==> src/rtl/ps2_rx_if.sv <==
// ps2_rx_if: received-byte bus out of the PS/2 receiver.
//   q     - last good received byte, holds between frames
//   qv    - one-cycle strobe, q was updated this cycle
//   perr  - one-cycle strobe, parity error (q unchanged)
//   ferr  - one-cycle strobe, framing error or timeout (q unchanged)
// master: the receiver driving the bus; slave: a byte consumer.
interface ps2_rx_if;
    logic [7:0] q;
    logic       qv;
    logic       perr;
    logic       ferr;

    modport master (output q, output qv, output perr, output ferr);
    modport slave  (input  q, input  qv, input  perr, input  ferr);
endinterface

==> src/rtl/ps2_rx.sv <==
// ps2_rx: PS/2 device-to-host receiver.
// Synchronizes the raw PS/2 clock and data pins into clk50, deglitches the
// clock, and deframes 11-bit frames (start 0, 8 data LSB first, odd parity,
// stop 1). Good bytes appear on bus.q with a one-cycle bus.qv strobe; bad
// frames give a one-cycle bus.perr or bus.ferr strobe instead.
// Ports:
//   clk50    - system clock, all logic on posedge
//   nrst     - synchronous active-low reset
//   ps2_sdck - raw PS/2 clock pin (asynchronous)
//   ps2_data - raw PS/2 data pin (asynchronous)
//   bus      - ps2_rx_if master: q, qv, perr, ferr
module ps2_rx #(
    parameter int FILTER  = 8,
    parameter int TIMEOUT = 50000
) (
    input  logic     clk50,
    input  logic     nrst,
    input  logic     ps2_sdck,
    input  logic     ps2_data,
    ps2_rx_if.master bus
);

    localparam int FW = $clog2(FILTER + 1);
    localparam int TW = $clog2(TIMEOUT);
    localparam logic [FW-1:0] FILT_LAST = FW'(FILTER - 1);
    localparam logic [TW-1:0] TO_LAST   = TW'(TIMEOUT - 1);

    typedef enum logic [1:0] {IDLE, DATA, PARITY, STOP} state_t;

    // Input synchronizers and clock filter
    logic          sck_m, sck_s, dat_m, dat_s;
    logic          sck_f, sck_f_d;
    logic [FW-1:0] filt_cnt;
    logic          fall;

    // Frame state and registered outputs
    state_t        state, state_n;
    logic [2:0]    bit_cnt, bit_cnt_n;
    logic [7:0]    shreg, shreg_n;
    logic          par, par_n;
    logic [TW-1:0] tcnt, tcnt_n;
    logic [7:0]    q_r, q_n;
    logic          qv_r, qv_n, perr_r, perr_n, ferr_r, ferr_n;

    // The filtered clock only follows the synchronized pin once the pin has
    // disagreed with it for FILTER consecutive cycles, so shorter pulses of
    // either polarity are dropped.
    always_ff @(posedge clk50) begin
        if (!nrst) begin
            sck_m    <= 1'b1;
            sck_s    <= 1'b1;
            dat_m    <= 1'b1;
            dat_s    <= 1'b1;
            sck_f    <= 1'b1;
            sck_f_d  <= 1'b1;
            filt_cnt <= '0;
        end else begin
            sck_m   <= ps2_sdck;
            sck_s   <= sck_m;
            dat_m   <= ps2_data;
            dat_s   <= dat_m;
            sck_f_d <= sck_f;
            if (sck_s == sck_f) begin
                filt_cnt <= '0;
            end else if (filt_cnt == FILT_LAST) begin
                sck_f    <= sck_s;
                filt_cnt <= '0;
            end else begin
                filt_cnt <= filt_cnt + FW'(1);
            end
        end
    end

    assign fall = sck_f_d & ~sck_f;

    always_ff @(posedge clk50) begin
        if (!nrst) begin
            state   <= IDLE;
            bit_cnt <= '0;
            shreg   <= '0;
            par     <= 1'b0;
            tcnt    <= '0;
            q_r     <= '0;
            qv_r    <= 1'b0;
            perr_r  <= 1'b0;
            ferr_r  <= 1'b0;
        end else begin
            state   <= state_n;
            bit_cnt <= bit_cnt_n;
            shreg   <= shreg_n;
            par     <= par_n;
            tcnt    <= tcnt_n;
            q_r     <= q_n;
            qv_r    <= qv_n;
            perr_r  <= perr_n;
            ferr_r  <= ferr_n;
        end
    end

    // Frame deframer. Every step is taken on an accepted falling edge; the
    // only exception is the timeout, which can only fire in a cycle without
    // a fall, so the three result strobes can never coincide.
    always_comb begin
        state_n   = state;
        bit_cnt_n = bit_cnt;
        shreg_n   = shreg;
        par_n     = par;
        q_n       = q_r;
        qv_n      = 1'b0;
        perr_n    = 1'b0;
        ferr_n    = 1'b0;
        tcnt_n    = (fall || state == IDLE) ? '0 : tcnt + TW'(1);

        case (state)
            IDLE: begin
                if (fall && !dat_s) begin
                    bit_cnt_n = '0;
                    state_n   = DATA;
                end
            end
            DATA: begin
                if (fall) begin
                    shreg_n   = {dat_s, shreg[7:1]};
                    bit_cnt_n = bit_cnt + 3'd1;
                    if (bit_cnt == 3'd7) begin
                        state_n = PARITY;
                    end
                end
            end
            PARITY: begin
                if (fall) begin
                    par_n   = dat_s;
                    state_n = STOP;
                end
            end
            STOP: begin
                if (fall) begin
                    state_n = IDLE;
                    if (!dat_s) begin
                        ferr_n = 1'b1;
                    end else if (^{shreg, par}) begin
                        q_n  = shreg;
                        qv_n = 1'b1;
                    end else begin
                        perr_n = 1'b1;
                    end
                end
            end
            default: state_n = IDLE;
        endcase

        // A device that stops clocking mid-frame: drop the partial byte.
        if (state != IDLE && !fall && tcnt == TO_LAST) begin
            state_n = IDLE;
            ferr_n  = 1'b1;
        end
    end

    assign bus.q    = q_r;
    assign bus.qv   = qv_r;
    assign bus.perr = perr_r;
    assign bus.ferr = ferr_r;

endmodule

==> src/flat_wrapper.sv <==
// flat-port wrapper written by rule: the top's interface ports become plain ports
module ps2_rx_flat 
#(
    parameter int FILTER  = 8,
    parameter int TIMEOUT = 50000
)
  (clk50, nrst, ps2_sdck, ps2_data, bus_q, bus_qv, bus_perr, bus_ferr);
  ps2_rx_if bus_i ();
  input  logic clk50;
  input  logic nrst;
  input  logic ps2_sdck;
  input  logic ps2_data;
  output wire logic [$bits(bus_i.q)-1:0] bus_q;
  output wire logic [$bits(bus_i.qv)-1:0] bus_qv;
  output wire logic [$bits(bus_i.perr)-1:0] bus_perr;
  output wire logic [$bits(bus_i.ferr)-1:0] bus_ferr;
  assign bus_q = bus_i.q;
  assign bus_qv = bus_i.qv;
  assign bus_perr = bus_i.perr;
  assign bus_ferr = bus_i.ferr;
  ps2_rx #(.FILTER(FILTER), .TIMEOUT(TIMEOUT)) u_core (.clk50(clk50), .nrst(nrst), .ps2_sdck(ps2_sdck), .ps2_data(ps2_data), .bus(bus_i));
endmodule
==> config.mk <==
export PLATFORM = sky130hd
export DESIGN_NAME = ps2_rx_flat
export DESIGN_NICKNAME = d
export VERILOG_FILES = /design/src/rtl/ps2_rx_if.sv /design/src/rtl/ps2_rx.sv /design/src/flat_wrapper.sv
export SDC_FILE = /design/constraint.sdc
export NUM_CORES = 1
export LEC_CHECK = 0
export ABC_AREA = 1
export CAP_MARGIN = 20
export CELL_PAD_IN_SITES_DETAIL_PLACEMENT = 1
export CELL_PAD_IN_SITES_GLOBAL_PLACEMENT = 1
export CORE_ASPECT_RATIO = 1.2
export CORE_MARGIN = 8
export CORE_UTILIZATION = 43
export DETAILED_ROUTE_END_ITERATION = 10
export PLACE_DENSITY_LB_ADDON = 0.05
export SLEW_MARGIN = 0
export SYNTH_ARGS = -nofsm -noshare
export SYNTH_HDL_FRONTEND = slang
export SYNTH_SLANG_ARGS = --single-unit
==> constraint.sdc <==
create_clock -name clk50 -period 1.87 [get_ports clk50]
set_input_delay 0.374 -clock clk50 [delete_from_list [all_inputs] [get_ports clk50]]
set_output_delay 0.374 -clock clk50 [all_outputs]
set_load 0.03 [all_outputs]
======== Yosys cells after proc, flatten, opt, wreduce, memory -nomap -nowiden ========
Index checks and enable logic that the tools add are counted.
Widths: inputs -> output; s select.
storage, ports and cells
  register bits ........................... 51
  bits in latches ......................... 0
  RAM bits ................................ 0
  memory bits (read-only) ................. 0
  input bits .............................. 4
  output and inout port bits .............. 11
  logic and storage cells ................. 70
  memories ................................ 0
cells by class
  add/sub/neg operators ................... 3
  $mul .................................... 0
  divide/modulo/power cells ............... 0
  magnitude comparators ................... 0
  eq/ne operators ......................... 12
  shift-type cells ........................ 0
  multiplexer cells ....................... 15
  bitwise operators ....................... 4
  reduce and logical (&&, ||, !) cells .... 20
operator list
  kind                   number
  $add 16x1->16 const B  1
  $eq 16x16->1 const B   1
  $mux 2                 5
  $reduce_xor 9->1       1
  $ne 2x1->1 const B     4
  $pmux 2 s4             1
  $reduce_and 4->1       2
  $mux 1                 6
  $mux 3                 2
  $pmux 3 s2             1
  $reduce_and 2->1       3
  $reduce_and 5->1       1
  $add 4x1->4 const B    1
  $eq 2x2->1 const B     2
  $eq 4x3->1 const B     1
  $reduce_bool 2->1      2
  $reduce_or 2->1        2
  $add 3x1->3 const B    1
  $eq 3x3->1 const B     1
  $logic_and 1x1->1      3
  $not 1->1              3
  $reduce_and 3->1       1
  $reduce_or 3->1        1
  $eq 2x1->1 const B     1
  other kinds (6)        7

======== Longest topological paths before layout ========
  depth after elaboration ................. 6
  gate-level depth with buffers ........... 11
  gate-level depth less buffers ........... 11

======== Worst setup path before layout ========
Ideal clock, no wire load.
  path type ............................... register to register
  start ................................... reg u_core.tcnt[0]
  end ..................................... reg u_core.tcnt[14]
  library setup time ...................... 116 ps
  arrival ................................. 1224 ps
  data required time ...................... 1754 ps
  slack ................................... 530 ps
  cell stages (with the launch flop) ...... 11
  buffers on the path ..................... 0
  period minus slack after synthesis ...... 1340 ps
  path through ............................ dfxtp_1 > ha_1 > nand2_1 > inv_2 > nand3_2 > nor2_2 > nand2_2 > nor3_2 > nand3_1 > nand2_1 > a21oi_1
on the way
  longest elaborated chain between the ends .. 1
ends and longest elaborated chain
  element                 RTL line       RTL
  start, declared         ps2_rx.sv:41   logic [TW-1:0] tcnt, tcnt_n;
  start signal, assigned  ps2_rx.sv:92   tcnt <= tcnt_n;
  $add 16x1->16           ps2_rx.sv:112  tcnt_n = (fall || state == IDLE) ? '0 : tcnt + TW'(1);
Every way passes these cells.
A chain may end at the register's enable or synchronous reset.

======== Worst setup path in the final report ========
  start ................................... reg u_core.q_r[4], in the netlist u_core.bus.q[4]
  end ..................................... out bus_q[4]
RTL lines
  element                 RTL line            RTL
  start, declared         ps2_rx.sv:42        logic [7:0] q_r, q_n;
  start signal, assigned  ps2_rx.sv:93        q_r <= q_n;
  end, declared           flat_wrapper.sv:13  output wire logic [$bits(bus_i.q)-1:0] bus_q;
No word-level cell between the ends.

==> summary.txt <==
Die
  – Effective utilization at floorplan: 44.2%
  – Chip height: 96.5 µm
  – Die footprint: 0.00802 mm²
  – Die outline width: 83.1 µm
  – Placeable core area: 0.00526 mm²
  – Number of rows created at floorplan: 29
  – Top-level port count: 15

Power
  – Total power divided by cell area: 724 mW/mm²
  – Total power consumption of the routed design: 1.93 mW
  – Net Switching: 0.391 mW
  – Leakage: 1.04 nW
  – Combinational share of power: 1.8%
  – Sequential cell fraction of total power: 56.6%
  – Int Pwr: 1.54 mW
  – Switching fraction of total power: 20.3%
  – Worst IR Drop VDD: 0.427 mV
  – Clock group share of total power: 41.6%

GRT
  – Global-route wire length before repair: 9050 µm
  – Initial antenna violation count: 0
  – Largest net degree at the start of global routing: 21
  – Number of global-route vias before repair: 2043
  – Overall track demand over capacity in global routing: 13.6%
  – Sum of overflow across all layers after global routing: 0

Layout
  – Area growth from synthesis to final layout: 14.6%
  – Most common cell after layout, fill and taps aside: sky130_fd_sc_hd__nand2_1
  – Fraction of final layout cells with drive strength greater than 1: 11.2%
  – Number of standard cells in the final layout excluding fillers: 400
  – Most frequent cells in the layout: sky130_fd_sc_hd__nand2_1, sky130_fd_sc_hd__dfxtp_1, sky130_fd_sc_hd__inv_1
  – Number of nets at the end of the flow: 349
  – Final standard cell utilization of the core: 50.7%
  – Total non-filler cell area in the finished layout: 0.00267 mm²
  – Count of inserted antenna diode cells: 0

STA
  – Total setup violations reported at the end of the flow: 0
  – Maximum operating frequency: 591 MHz
  – Crit path time final: 1.69 ns
  – Worst hold slack: 0.424 ns
  – Final cycle utilization of the critical path: 90.5%
  – Final hold violation count: 0
  – RSZ-0062 raised after global routing: no
  – Setup clock skew after layout: 0.00455 ns
  – Transition time at the pin with the least slew margin: 0.426 ns
  – Max Slew Vio Count: 0
  – Final worst setup slack: 0.177 ns
  – Worst relative slew slack: 71.3%
  – Total negative slack: 0 ns

Yosys
  – Predominant post-synthesis flop cell: sky130_fd_sc_hd__dfxtp_1
  – Net Count, Synth: 329
  – Area share of the largest cell type after synthesis: 43.9%
  – Cell type with the largest total area after synthesis: sky130_fd_sc_hd__dfxtp_1
  – Async S/R FF share, synth: 0%
  – Area contributors post-synth: sky130_fd_sc_hd__dfxtp_1, sky130_fd_sc_hd__nand2_1, sky130_fd_sc_hd__inv_1
  – Number of enable-type register cells in the synthesized netlist: 0
  – Flops & latches, synth: 51
  – Number of different library cells in the post-synthesis netlist: 29
  – Average footprint of a synthesized cell: 7.33 µm²
  – Post-Syn Instances: 317
  – Total number of yosys warnings: 0
  – Area of the mapped netlist: 0.00232 mm²
  – Post-synthesis sequential area ratio: 43.9%

Placed design
  – Cells after DPL: 392
  – Port Buf Inserts: 14
  – Routability congestion estimate: 0.779
  – Half-perimeter wire length after detailed placement: 3780 µm
  – Pre-CTS setup slack: 0.286 ns
  – Cell area after placement: 0.00255 mm²

Job
  – Max-cap viol count: 0

Setup path
  – R2R setup slack: 0.30 ns
  – Worst EP arrival: 1.32 ns
  – Critical setup path kind: flip-flop to primary output
  – Endpoint of the worst register-to-register path: u_core.tcnt[7]
  – Highest fanout seen on the critical path: 2
  – Worst setup startpoint: u_core.bus.q[4]
  – Required time at the endpoint of the critical path: 1.50 ns
  – Type of element capturing the critical path: primary output
  – R2r worst-path depth: 7
  – Startpoint class of the critical path: flip-flop
  – Slowest stage cell, crit path: sky130_fd_sc_hd__clkdlybuf4s50_1
  – Start of the worst register-to-register path: u_core.state[0]
  – Count of buffering cells on the critical path with inverters included: 1
  – Worst path max stage delay: 0.67 ns
  – Crit-path cells: clkdlybuf4s50_1
  – Delay-heaviest family, CP: buffers and inverters

Hold path
  – Min-Delay Startpoint: u_core.sck_m
  – Hold Path Class: flip-flop to flip-flop
  – Hold-critical path endpoint: u_core.sck_s
  – Hold depth: 1

Clock network
  – Clock latency reported for the late side of the worst-skew pair: 0.31 ns
  – Buffer type at the clock tree root: sky130_fd_sc_hd__clkbuf_8
  – Post-CTS clock slew at the launch and capture registers of the worst setup and hold paths: 0.09 ns
  – Number of buffers inserted to repair setup after CTS: 0
  – Clock Sinks: 51
  – Number of gates resized after cts: 0
  – Max clock buf depth: 2
  – Htree depth: 2
  – Clock buffers created by TritonCTS: 5
  – CTS tree: built
  – Post-CTS Hold Fix Bufs: 0

Route
  – Remaining number of nets flagged by the antenna check after routing: 0
  – Iteration-0 DRC count of the detailed router: 79
  – Via count: 1971
  – Number of optimization iterations in the first detailed-route pass: 4
  – Via-per-instance ratio: 4.93
  – Post-DR wirelength/cell: 12.4 µm
  – WL final: 4950 µm
  – Number of design rule violations left after detail routing: 0

Run status
  – Outcome: finished, final reports clean
power groups by stage:
stage,Combinational [mW],Clock [mW],Sequential (mW)
final,0.0351,0.802,1.09
after global routing,0.0409,0.860,1.09
after CTS,0.0361,0.837,1.09
after detailed placement,0.0362,0,1.12
after global placement,0.0353,0,1.12
after floorplan,0.0209,0,1.12
worst max path at each step:
stage	endpoint	cells after the start
3_3_place_gp	u_core.tcnt[12]	5
6_report	bus_q[4]	1
3_5_place_dp	u_core.filt_cnt[2]	5
2_1_floorplan	u_core.tcnt[14]	10
4_1_cts	bus_q[1]	1
5_1_grt	u_core.tcnt[12]	7
final cells by class:
| type | count | area (µm²) |
|---|---|---|
| Fill cell | 691 | 2600 |
| Multi-Input combinational cell | 213 | 1100 |
| Sequential cell | 51 | 1020 |
| Inverter | 49 | 184 |
| Timing Repair Buffer | 17 | 163 |
| Clock buffer | 6 | 82.6 |
| Tap cell | 62 | 77.6 |
| Clock inverter | 2 | 35.0 |
per-layer routing:
layer | track usage [%] | wire length, µm | up-vias
met5 | 0 | 0 | -
met4 | 5.28 | 70 | 0
met3 | 3.19 | 128 | 4
met2 | 23.4 | 2370 | 15
met1 | 16.1 | 2380 | 905
li1 | - | - | 1047
logic make-up (layout without fill, tap and decap cells):
logic type,Yosys count,after routing,synth area share [%]
simple gates,151,151,30.7
buf+inv,53,74,8.67
compound gates,53,53,12.0
fa+ha+maj,8,8,4.31
flops,51,51,43.9
xor+xnor,1,1,0.377
synth_stat cells, types with 2 or more instances:
cell type / instances
sky130_fd_sc_hd__a21oi_1: 28
sky130_fd_sc_hd__buf_2: 2
sky130_fd_sc_hd__dfxtp_1: 51
sky130_fd_sc_hd__ha_1: 8
sky130_fd_sc_hd__inv_1: 41
sky130_fd_sc_hd__inv_2: 8
sky130_fd_sc_hd__nand2_1: 75
sky130_fd_sc_hd__nand2_2: 5
sky130_fd_sc_hd__nand3_1: 23
sky130_fd_sc_hd__nand3_2: 2
sky130_fd_sc_hd__nand3_4: 2
sky130_fd_sc_hd__nand4_1: 2
sky130_fd_sc_hd__nor2_1: 25
sky130_fd_sc_hd__nor2_4: 4
sky130_fd_sc_hd__nor3_1: 5
sky130_fd_sc_hd__o211ai_1: 2
sky130_fd_sc_hd__o21ai_0: 19
sky130_fd_sc_hd__or2_2: 4
sequential cells by signal, summed over array words and instances (netlist names):
signal           cells
u_core.dat_s         1
u_core.sck_s         1
u_core.bus.perr      1
u_core.sck_f_d       1
u_core.shreg         8
u_core.tcnt         16
u_core.dat_m         1
u_core.par           1
u_core.filt_cnt      4
u_core.bus.q         8
u_core.state         2
u_core.sck_f         1
u_core.sck_m         1
u_core.bit_cnt       3
u_core.bus.ferr      1
u_core.bus.qv        1
Power figures use the tool's default switching activity.
